$ cat config.mk
export PLATFORM = sky130hd
export DESIGN_NAME = tl45_fetch_flat
export DESIGN_NICKNAME = d
export VERILOG_FILES = /design/src/rtl/tl45_fetch_if.sv /design/src/rtl/tl45_fetch.sv /design/src/flat_wrapper.sv
export SDC_FILE = /design/constraint.sdc
export NUM_CORES = 1
export LEC_CHECK = 0
export BUFFER_PORTS_ARGS = -buffer_cell sky130_fd_sc_hd__buf_2
export CAP_MARGIN = 20
export CORE_ASPECT_RATIO = 2
export CORE_MARGIN = 4
export CORE_UTILIZATION = 50
export CTS_CLUSTER_SIZE = 24
export DETAILED_ROUTE_END_ITERATION = 7
export PLACE_DENSITY = 0.8
export RECOVER_POWER = 50
export SYNTH_ARGS = -nofsm -noshare
export SYNTH_HDL_FRONTEND = slang
export SYNTH_SLANG_ARGS = --single-unit
$ cat constraint.sdc
create_clock -name i_clk -period 2.7 [get_ports i_clk]
set_input_delay 0.405 -clock i_clk [delete_from_list [all_inputs] [get_ports i_clk]]
set_output_delay 0.405 -clock i_clk [all_outputs]
set_load 0.05 [all_outputs]
$ cat src/rtl/tl45_fetch_if.sv
// Wishbone pipelined-mode read port of the TL45 fetch stage.
// The master side is the fetch unit; the slave side is the instruction memory.
interface tl45_fetch_if;
  logic        o_wb_cyc;
  logic        o_wb_stb;
  logic [29:0] o_wb_addr;
  logic        i_wb_stall;
  logic        i_wb_ack;
  logic [31:0] i_wb_data;
  logic        i_wb_err;

  modport master (
    output o_wb_cyc, o_wb_stb, o_wb_addr,
    input  i_wb_stall, i_wb_ack, i_wb_data, i_wb_err
  );

  modport slave (
    input  o_wb_cyc, o_wb_stb, o_wb_addr,
    output i_wb_stall, i_wb_ack, i_wb_data, i_wb_err
  );
endinterface

$ cat src/rtl/tl45_fetch.sv
// TL45 instruction fetch stage: one Wishbone read at a time, a one-entry
// skid register for words that arrive while decode is stalled, redirect
// handling with bus abort, and NOP bubbles when nothing is delivered.
// Optional macro TL45_FETCH_BUSERR_EN: a bus error parks the fetcher in an
// error state with a sticky o_fetch_err; otherwise an error reads as a NOP.
module tl45_fetch (
  input  logic        i_clk,
  input  logic        i_reset,
  input  logic        i_pipe_stall,
  input  logic        i_new_pc,
  input  logic [31:0] i_pc,
  output logic        o_pipe_flush,
  output logic [31:0] o_buf_pc,
  output logic [31:0] o_buf_inst,
  tl45_fetch_if.master wb,
  output logic        o_fetch_err
);

  typedef enum logic [1:0] {
    S_REQ  = 2'd0,
    S_WAIT = 2'd1,
    S_HOLD = 2'd2
`ifdef TL45_FETCH_BUSERR_EN
    , S_ERR = 2'd3
`endif
  } state_t;

  state_t      r_state;
  // In S_REQ, r_abort keeps cyc/stb low for one cycle after reset or after a
  // redirect that cut an active bus cycle short.
  logic        r_abort;
  logic [31:0] r_pc;
  logic [31:0] r_buf_pc;
  logic [31:0] r_buf_inst;
  logic [31:0] r_skid_pc;
  logic [31:0] r_skid_inst;

  logic        w_cyc;
  logic        w_stb;
  logic        w_resp;
  logic [31:0] w_resp_data;
  logic [31:0] w_pc_next;

  assign w_cyc     = !r_abort && ((r_state == S_REQ) || (r_state == S_WAIT));
  assign w_stb     = !r_abort && (r_state == S_REQ);
  assign w_pc_next = r_pc + 32'd4;

`ifdef TL45_FETCH_BUSERR_EN
  logic r_fetch_err;
  // Errors are handled separately, so only a true ack completes a read.
  assign w_resp      = wb.i_wb_ack;
  assign w_resp_data = wb.i_wb_data;
  assign o_fetch_err = r_fetch_err;
`else
  // Without error tracking a bus error completes the read with a NOP word.
  assign w_resp      = wb.i_wb_ack | wb.i_wb_err;
  assign w_resp_data = wb.i_wb_err ? 32'd0 : wb.i_wb_data;
  assign o_fetch_err = 1'b0;
`endif

  assign wb.o_wb_cyc  = w_cyc;
  assign wb.o_wb_stb  = w_stb;
  assign wb.o_wb_addr = r_pc[31:2];
  assign o_pipe_flush = i_new_pc;
  assign o_buf_pc     = r_buf_pc;
  assign o_buf_inst   = r_buf_inst;

  // Bus FSM, PC, skid register and delivery buffer; reset > redirect > normal flow.
  always_ff @(posedge i_clk) begin
    if (i_reset) begin
      r_state     <= S_REQ;
      r_abort     <= 1'b1;
      r_pc        <= 32'd0;
      r_buf_pc    <= 32'd0;
      r_buf_inst  <= 32'd0;
      r_skid_pc   <= 32'd0;
      r_skid_inst <= 32'd0;
`ifdef TL45_FETCH_BUSERR_EN
      r_fetch_err <= 1'b0;
`endif
    end else if (i_new_pc) begin
      r_state     <= S_REQ;
      r_abort     <= w_cyc;
      r_pc        <= i_pc & 32'hFFFF_FFFC;
      r_buf_pc    <= 32'd0;
      r_buf_inst  <= 32'd0;
      r_skid_pc   <= 32'd0;
      r_skid_inst <= 32'd0;
`ifdef TL45_FETCH_BUSERR_EN
      r_fetch_err <= 1'b0;
`endif
    end else begin
      // Decode is consuming: emit a bubble unless a word is delivered below.
      if (!i_pipe_stall) begin
        r_buf_pc   <= 32'd0;
        r_buf_inst <= 32'd0;
      end
      case (r_state)
        S_REQ: begin
          if (r_abort) begin
            r_abort <= 1'b0;
          end else if (!wb.i_wb_stall) begin
            r_state <= S_WAIT;
          end
        end
        S_WAIT: begin
`ifdef TL45_FETCH_BUSERR_EN
          if (wb.i_wb_err) begin
            r_state     <= S_ERR;
            r_fetch_err <= 1'b1;
          end else
`endif
          if (w_resp) begin
            if (!i_pipe_stall) begin
              r_buf_pc   <= r_pc;
              r_buf_inst <= w_resp_data;
              r_pc       <= w_pc_next;
              r_state    <= S_REQ;
            end else begin
              r_skid_pc   <= r_pc;
              r_skid_inst <= w_resp_data;
              r_state     <= S_HOLD;
            end
          end
        end
        S_HOLD: begin
          if (!i_pipe_stall) begin
            r_buf_pc    <= r_skid_pc;
            r_buf_inst  <= r_skid_inst;
            r_skid_pc   <= 32'd0;
            r_skid_inst <= 32'd0;
            r_pc        <= w_pc_next;
            r_state     <= S_REQ;
          end
        end
`ifdef TL45_FETCH_BUSERR_EN
        S_ERR: begin
          r_state <= S_ERR;
        end
`endif
        default: begin
          r_state <= S_REQ;
        end
      endcase
    end
  end

endmodule

$ cat src/flat_wrapper.sv
// flat-port wrapper written by rule: the top's interface ports become plain ports
module tl45_fetch_flat 
  (i_clk, i_reset, i_pipe_stall, i_new_pc, i_pc, o_pipe_flush, o_buf_pc, o_buf_inst, o_fetch_err, wb_o_wb_cyc, wb_o_wb_stb, wb_o_wb_addr, wb_i_wb_stall, wb_i_wb_ack, wb_i_wb_data, wb_i_wb_err);
  tl45_fetch_if wb_i ();
  input  logic i_clk;
  input  logic i_reset;
  input  logic i_pipe_stall;
  input  logic i_new_pc;
  input  logic [31:0] i_pc;
  output logic o_pipe_flush;
  output logic [31:0] o_buf_pc;
  output logic [31:0] o_buf_inst;
  output logic o_fetch_err;
  output wire logic [$bits(wb_i.o_wb_cyc)-1:0] wb_o_wb_cyc;
  output wire logic [$bits(wb_i.o_wb_stb)-1:0] wb_o_wb_stb;
  output wire logic [$bits(wb_i.o_wb_addr)-1:0] wb_o_wb_addr;
  input wire logic [$bits(wb_i.i_wb_stall)-1:0] wb_i_wb_stall;
  input wire logic [$bits(wb_i.i_wb_ack)-1:0] wb_i_wb_ack;
  input wire logic [$bits(wb_i.i_wb_data)-1:0] wb_i_wb_data;
  input wire logic [$bits(wb_i.i_wb_err)-1:0] wb_i_wb_err;
  assign wb_o_wb_cyc = wb_i.o_wb_cyc;
  assign wb_o_wb_stb = wb_i.o_wb_stb;
  assign wb_o_wb_addr = wb_i.o_wb_addr;
  assign wb_i.i_wb_stall = wb_i_wb_stall;
  assign wb_i.i_wb_ack = wb_i_wb_ack;
  assign wb_i.i_wb_data = wb_i_wb_data;
  assign wb_i.i_wb_err = wb_i_wb_err;
  tl45_fetch u_core (.i_clk(i_clk), .i_reset(i_reset), .i_pipe_stall(i_pipe_stall), .i_new_pc(i_new_pc), .i_pc(i_pc), .o_pipe_flush(o_pipe_flush), .o_buf_pc(o_buf_pc), .o_buf_inst(o_buf_inst), .wb(wb_i), .o_fetch_err(o_fetch_err));
endmodule
Word-level counts from Yosys, hierarchy flattened
Cells that the tools add are included.

word-level totals
  bits in registers = 163
  bits of input ports = 71
  output and inout port bits = 98

operators by class
  add/subtract/negate cells = 1
  eq/ne operators = 8
  muxes and demuxes = 30
  bitwise logic cells = 1
  reduce and logical (&&, ||, !) cells = 13

operators with widths
  kind                     number
  $mux W32                 17
  $pmux W32 S2             5
  $add A32 B3 Y32 const B  1
  $mux W2                  5
  $ne A2 B2 Y1 const B     4
  $reduce_and A4 Y1        2
  $pmux W2 S3              1
  $reduce_and A2 Y1        2
  $reduce_bool A2 Y1       2
  $ne A3 B2 Y1 const B     1
  $reduce_bool A3 Y1       1
  $eq A2 B1 Y1 const B     1
  $eq A2 B2 Y1 const B     1
  $logic_and A1 B1 Y1      2
  $logic_not A2 Y1         1
  $mux W1                  2
  $ne A2 B1 Y1 const B     1
  $reduce_or A2 Y1         1
  $logic_not A1 Y1         1
  $logic_or A1 B1 Y1       1
  $or A1 B1 Y1             1

Depth between registers and ports, before layout
  depth after elaboration = 5
  gate-level depth with buffers = 10
  mapped depth without buffers = 6

Worst setup path after synthesis
No wires, ideal clock.

  path type = register -> register
  start = register u_core.r_pc[14]
  end = register u_core.r_pc[26]
  setup time = 0.115 ns
  data arrival time = 2.210 ns
  required time = 2.585 ns
  setup slack = 0.375 ns
  cell stages (with the launch flop) = 6
  path buffers = 1
  clock period less this slack = 2.325 ns
  path through = dfxtp_1 clkbuf_2 nand4_4 or4_4 or4_1 and3_1

between the ends
  longest elaborated chain between the ends = 5

ends and longest elaborated chain
  item                    RTL line                              source
  start, declared         tl45_fetch.sv:32                      logic [31:0] r_pc;
  start signal, assigned  tl45_fetch.sv:84                      r_pc <= i_pc & 32'hFFFF_FFFC;
  start signal, assigned  tl45_fetch.sv:117                     r_pc <= w_pc_next;
  start signal, assigned  tl45_fetch.sv:132                     r_pc <= w_pc_next;
  $add A32 B3 Y32 (*)     tl45_fetch.sv:46                      assign w_pc_next = r_pc + 32'd4;
  $mux W32 (*)            tl45_fetch.sv:114, tl45_fetch.sv:127
  $mux W32                tl45_fetch.sv:113                     if (w_resp) begin
  $pmux W32 S2 (*)        tl45_fetch.sv:98                      case (r_state)
  $mux W32 (*)            tl45_fetch.sv:81                      end else if (i_new_pc) begin

Mark *: on every way between the ends. The rest lies on a longest branch, timed or not. The select of a mux whose other input is x is not followed.
A chain may end at the register's enable or synchronous reset.

Worst setup path after layout
  start = register u_core.r_state[1]
  end = register u_core.r_skid_pc[22]

between the ends
  longest elaborated chain between the ends = 3

ends and longest elaborated chain
  item                                                   RTL line           source
  start, declared                                        tl45_fetch.sv:28   state_t r_state;
  start signal, assigned                                 tl45_fetch.sv:71   r_state <= S_REQ;
  start signal, assigned                                 tl45_fetch.sv:82   r_state <= S_REQ;
  start signal, assigned                                 tl45_fetch.sv:103  r_state <= S_WAIT;
  $eq A2 B1 Y1 / $eq A2 B2 Y1 (equally long branches)    tl45_fetch.sv:98
  $ne A2 B1 Y1 (no source line) (tied with other cells)  n/a
  $reduce_and A4 Y1 (no source line)                     n/a
  end signal, assigned                                   tl45_fetch.sv:120  r_skid_pc <= r_pc;
  end, declared                                          tl45_fetch.sv:35   logic [31:0] r_skid_pc;

Parallel ways exist; a longest one is shown, timed or not.

==> results summary <==
The run finished, with violations left. The final reports fail on max-capacitance violations, max-slew violations. The number of global-route vias before repair came out at 6880.

The chip height is 179.0 um. The initial antenna violation count came to 1. The clock share of power is 0.463. The clock-pin transition on the worst setup and hold timing paths came out at 0.07 ns. The aggregate global-route resource usage is 0.2555. The mean cell area of the mapped netlist is 8.320 um2. The count of cell types in the netlist came out at 58.

The number of nets in the final layout is roughly 1100. The clock tree synthesis step divided the H-tree into 4 levels. The global placer's final weighted congestion is 0.8348. The synthesis-to-layout area growth came out at 20.82%.

The number of DRC violations after detailed routing came out at 0. The number of enable-type register cells in the synthesized netlist is 0. The transition at the pin with the smallest max-transition slack is 1.660 ns. The chip width came out at ~94 um. The buffer levels on the longest clock path came out at 2.

The first-pass iteration count of the detailed router is 5. The share of flip-flops with an asynchronous set or reset came out at 0. The part of the total power dissipated in sequential elements is 0.448. STA classifies the critical path endpoint as a flip-flop. The critical path buffer and inverter count came out at 2. The hold violation count in the final report is 0. After synthesis the cells add up to 7313 um2.

The core area came out at 14350 um2. The first global-routing pass estimated 34580 um of wire. The biggest area contributor in the post-synthesis netlist is sky130_fd_sc_hd__dfxtp_1.

The maximum number of pins on one net before global-route repair is 127. The fill cell instance count of the final layout came out at 1312. The TritonCTS clock tree is built. The share of synthesized area occupied by flip-flops and latches came out at 0.4352. The post-placement worst setup slack is approximately 0.35 ns. The tool flagged a number of max-cap violations equal to 1.

The number of buffers added to fix hold violations after cts came out at 0. The share of synthesized area in the top cell type comes to 0.4352. Of the total power, the share spent switching nets is 0.2534. The arrival time reported for the critical path endpoint is roughly 2.7 ns.

The worst-case clock skew is 0.01270 ns. The number of sinks on the clock net is approximately 160. The period utilization came out at 0.8872.

The overflow left after global routing came out at 0. The start-to-end type of the worst setup path is flip-flop to flip-flop. Ranked by total cell area, the synthesized netlist is headed by sky130_fd_sc_hd__dfxtp_1, sky130_fd_sc_hd__a22o_1, sky130_fd_sc_hd__a22oi_1, sky130_fd_sc_hd__a21oi_1, sky130_fd_sc_hd__nor2_1. The net switching power came out at approximately 1.4 mW. The average detailed-routed wire length per instance came out at 17.70 um. Setup slack on the critical path of the routed design comes to 0.3046 ns. Walking the worst path, the cells encountered are inv_1 -> ha_2 -> or3b_1 -> o2111a_2 -> clkbuf_4 -> nand3b_1 -> a21oi_1. The remaining antenna violation count is 0.

Headroom to the max-slew limit came out at -0.1064. The synthesized design contains 159 register bits. The fmax is approximately 420 MHz. The internal portion of the total power is 4.070 mW. The kind of launch point of the worst setup path is a flip-flop.

The power per unit of standard cell area came out at between 600 and 700 nW/um2. The slowest stage of the critical path belongs to the cell sky130_fd_sc_hd__or3b_1. For this run, the slowest stage of the critical path takes ~0.5 ns. The I/O pin total came out at 169. The time the worst path needs with I/O delays and setup came out at approximately 2.4 ns. Gates resized during post-CTS repair numbered 0. The class of the tightest hold or removal check is input pin to flip-flop. The source-to-sink clock delay at the later pin of the worst-skew pair is 0.42 ns.

The required time at the endpoint of the critical path came out at 2.99 ns. In the synthesized netlist, the number of instances is 879. Hold is met by 0.2420 ns. The clock buffer count from CTS came out at 17.

The total setup buffers inserted after CTS came out at 0. The max-slew violation total from the final report is 37. The number of synthesis warnings is 0. The total of endpoints with negative setup slack in the final report is 0.

The detailed router finished its first iteration with 506 violations. The placed wire-length estimate after detailed placement came out at 14080 um. The part of the power in combinational logic is 0.089. In the routed layout, each cell is associated on average with a via count of approximately 6.0. The count of placed standard cells including taps is 1172. Input and output buffers added on the ports amount to 165. The net count after synthesis is roughly 950.

Of all nets on the critical path, the largest fanout is 56. The total leakage power is 3.000 nW. The number of cells in the finished layout apart from fillers came out at 1205. The final routed wirelength across all metal layers is 21330 um. Grouping stages by cell kind, the critical path spends the most delay in simple AND/OR/NAND/NOR gates. The sum of negative setup slack is 0 ns. Setup repair after global routing left no endpoint under its margin. The initial utilization of the core area, before any placement, comes to 0.5096. The most used flip-flop cell after synthesis is sky130_fd_sc_hd__dfxtp_1.

The count of standard-cell rows is 62. The die outline area came out at 16740 um2. The share of final-layout standard cells stronger than drive strength 1 came out at 0.1364. Across the VDD grid, the largest voltage drop is 420.3 uV. The cell sitting at the root of the clock tree is a sky130_fd_sc_hd__clkbuf_16. The total number of vias came out at between 7000 and 8000.
[flip-flops by register name, summed over array words and instances, names as in the netlist]
signal	count
u_core.r_state	2
u_core.r_skid_pc	30
u_core.r_pc	30
u_core.r_abort	1
u_core.o_buf_pc	32
u_core.o_buf_inst	32
u_core.r_skid_inst	32
[worst paths after layout]
path                             start                    to  slack, ns  cells past startpoint
hold / removal                i_pc[19]       u_core.r_pc[19]       0.24                      3
setup reg to reg     u_core.r_state[1]  u_core.r_skid_pc[22]       0.30                      7
hold reg to reg   u_core.r_skid_pc[14]  u_core.r_skid_pc[14]       0.45                      2
setup / recovery     u_core.r_state[1]  u_core.r_skid_pc[22]       0.30                      7
[tightest hold or removal path, cell delays in order]
cell	delay, ns
sky130_fd_sc_hd__buf_2	0.10
sky130_fd_sc_hd__inv_1	0.05
sky130_fd_sc_hd__a2111oi_0	0.07
[synthesized netlist by cell type, drive strengths merged (4+ instances only)]
cell type	instances
a2111oi	7
a211oi	6
a21oi	72
a22o	62
a22oi	62
a311oi	11
a31oi	6
and3	10
and4	7
buf	25
clkbuf	68
dfxtp	159
ha	4
inv	21
nand2	79
nand3	45
nand3b	24
nand4	15
nor2	92
nor2b	8
nor3	17
nor4	11
o21ai	6
o31ai	5
or3	10
or4	9
[cell families (layout without fill, tap and decap cells)]
kind of cell,Yosys count,after routing,synth area share
xor+xnor,3,3,0.003593
compound gates,259,259,0.2560
buf+inv,114,247,0.06262
mux,1,1,0.001369
flops,159,159,0.4352
other cells,1,2,0.0005128
fa+ha+maj,4,4,0.006844
simple gates,338,338,0.2339
[per-stage QoR]
step                power, mW  cell area [um2]    util
floorplan               2.801             7313       -
global placement        2.979             8342  0.5813
detailed placement      2.985             8342  0.5813
CTS                     5.501             8960  0.6243
global route            5.628             8836  0.6157
finish                  5.452             8836  0.6157
[area by class of cell]
| type | count | area, um2 | share of cell area |
|---|---|---|---|
| Timing Repair Buffer | 195 | 983.4 | 0.1113 |
| Sequential cell | 159 | 3183 | 0.3602 |
| Tap cell | 192 | 240.2 | 0.02719 |
| Clock buffer | 19 | 432.9 | 0.04899 |
| Antenna cell | 1 | 2.502 | 0.0002832 |
| Clock inverter | 12 | 185.2 | 0.02096 |
| Multi-Input combinational cell | 606 | 3730 | 0.4221 |
| Inverter | 21 | 78.83 | 0.008921 |
[placed cells by master, fill, tap and decap left out, types with 9 or more instances in the layout]
cell type                   synthesis  final
sky130_fd_sc_hd__clkbuf_1          66    104
sky130_fd_sc_hd__a311oi_1          11     11
sky130_fd_sc_hd__inv_1             21     21
sky130_fd_sc_hd__nor4_1            11     11
sky130_fd_sc_hd__a21oi_1           72     72
sky130_fd_sc_hd__buf_4              2     20
sky130_fd_sc_hd__nand3_1           45     45
sky130_fd_sc_hd__nand2_1           79     79
sky130_fd_sc_hd__nor2_1            92     91
sky130_fd_sc_hd__buf_2             16     67
sky130_fd_sc_hd__and3_1             9      9
sky130_fd_sc_hd__dfxtp_1          159    159
sky130_fd_sc_hd__nand3b_1          24     24
sky130_fd_sc_hd__or3_1             10     10
sky130_fd_sc_hd__a22o_1            62     62
sky130_fd_sc_hd__clkbuf_16          0     17
sky130_fd_sc_hd__a22oi_1           62     62
sky130_fd_sc_hd__nand4_1           14     14
sky130_fd_sc_hd__nor3_1            16     16
[layer usage]
metal | global-route usage | part of all wire
met5 | 0 | 0
met4 | 0.1028 | 0.026
met3 | 0.04074 | 0.057
met2 | 0.4598 | 0.53
met1 | 0.2969 | 0.38
[power by group through the flow]
stage	Combinational (mW)	Clock, mW	Sequential (mW)
final	0.487	2.52	2.44
after global routing	0.523	2.66	2.45
after floorplan	0.234	0	2.57
after CTS	0.494	2.57	2.44
after global placement	0.487	0	2.49
after detailed placement	0.492	0	2.49
No activity file was read; power rests on OpenSTA's default activity.
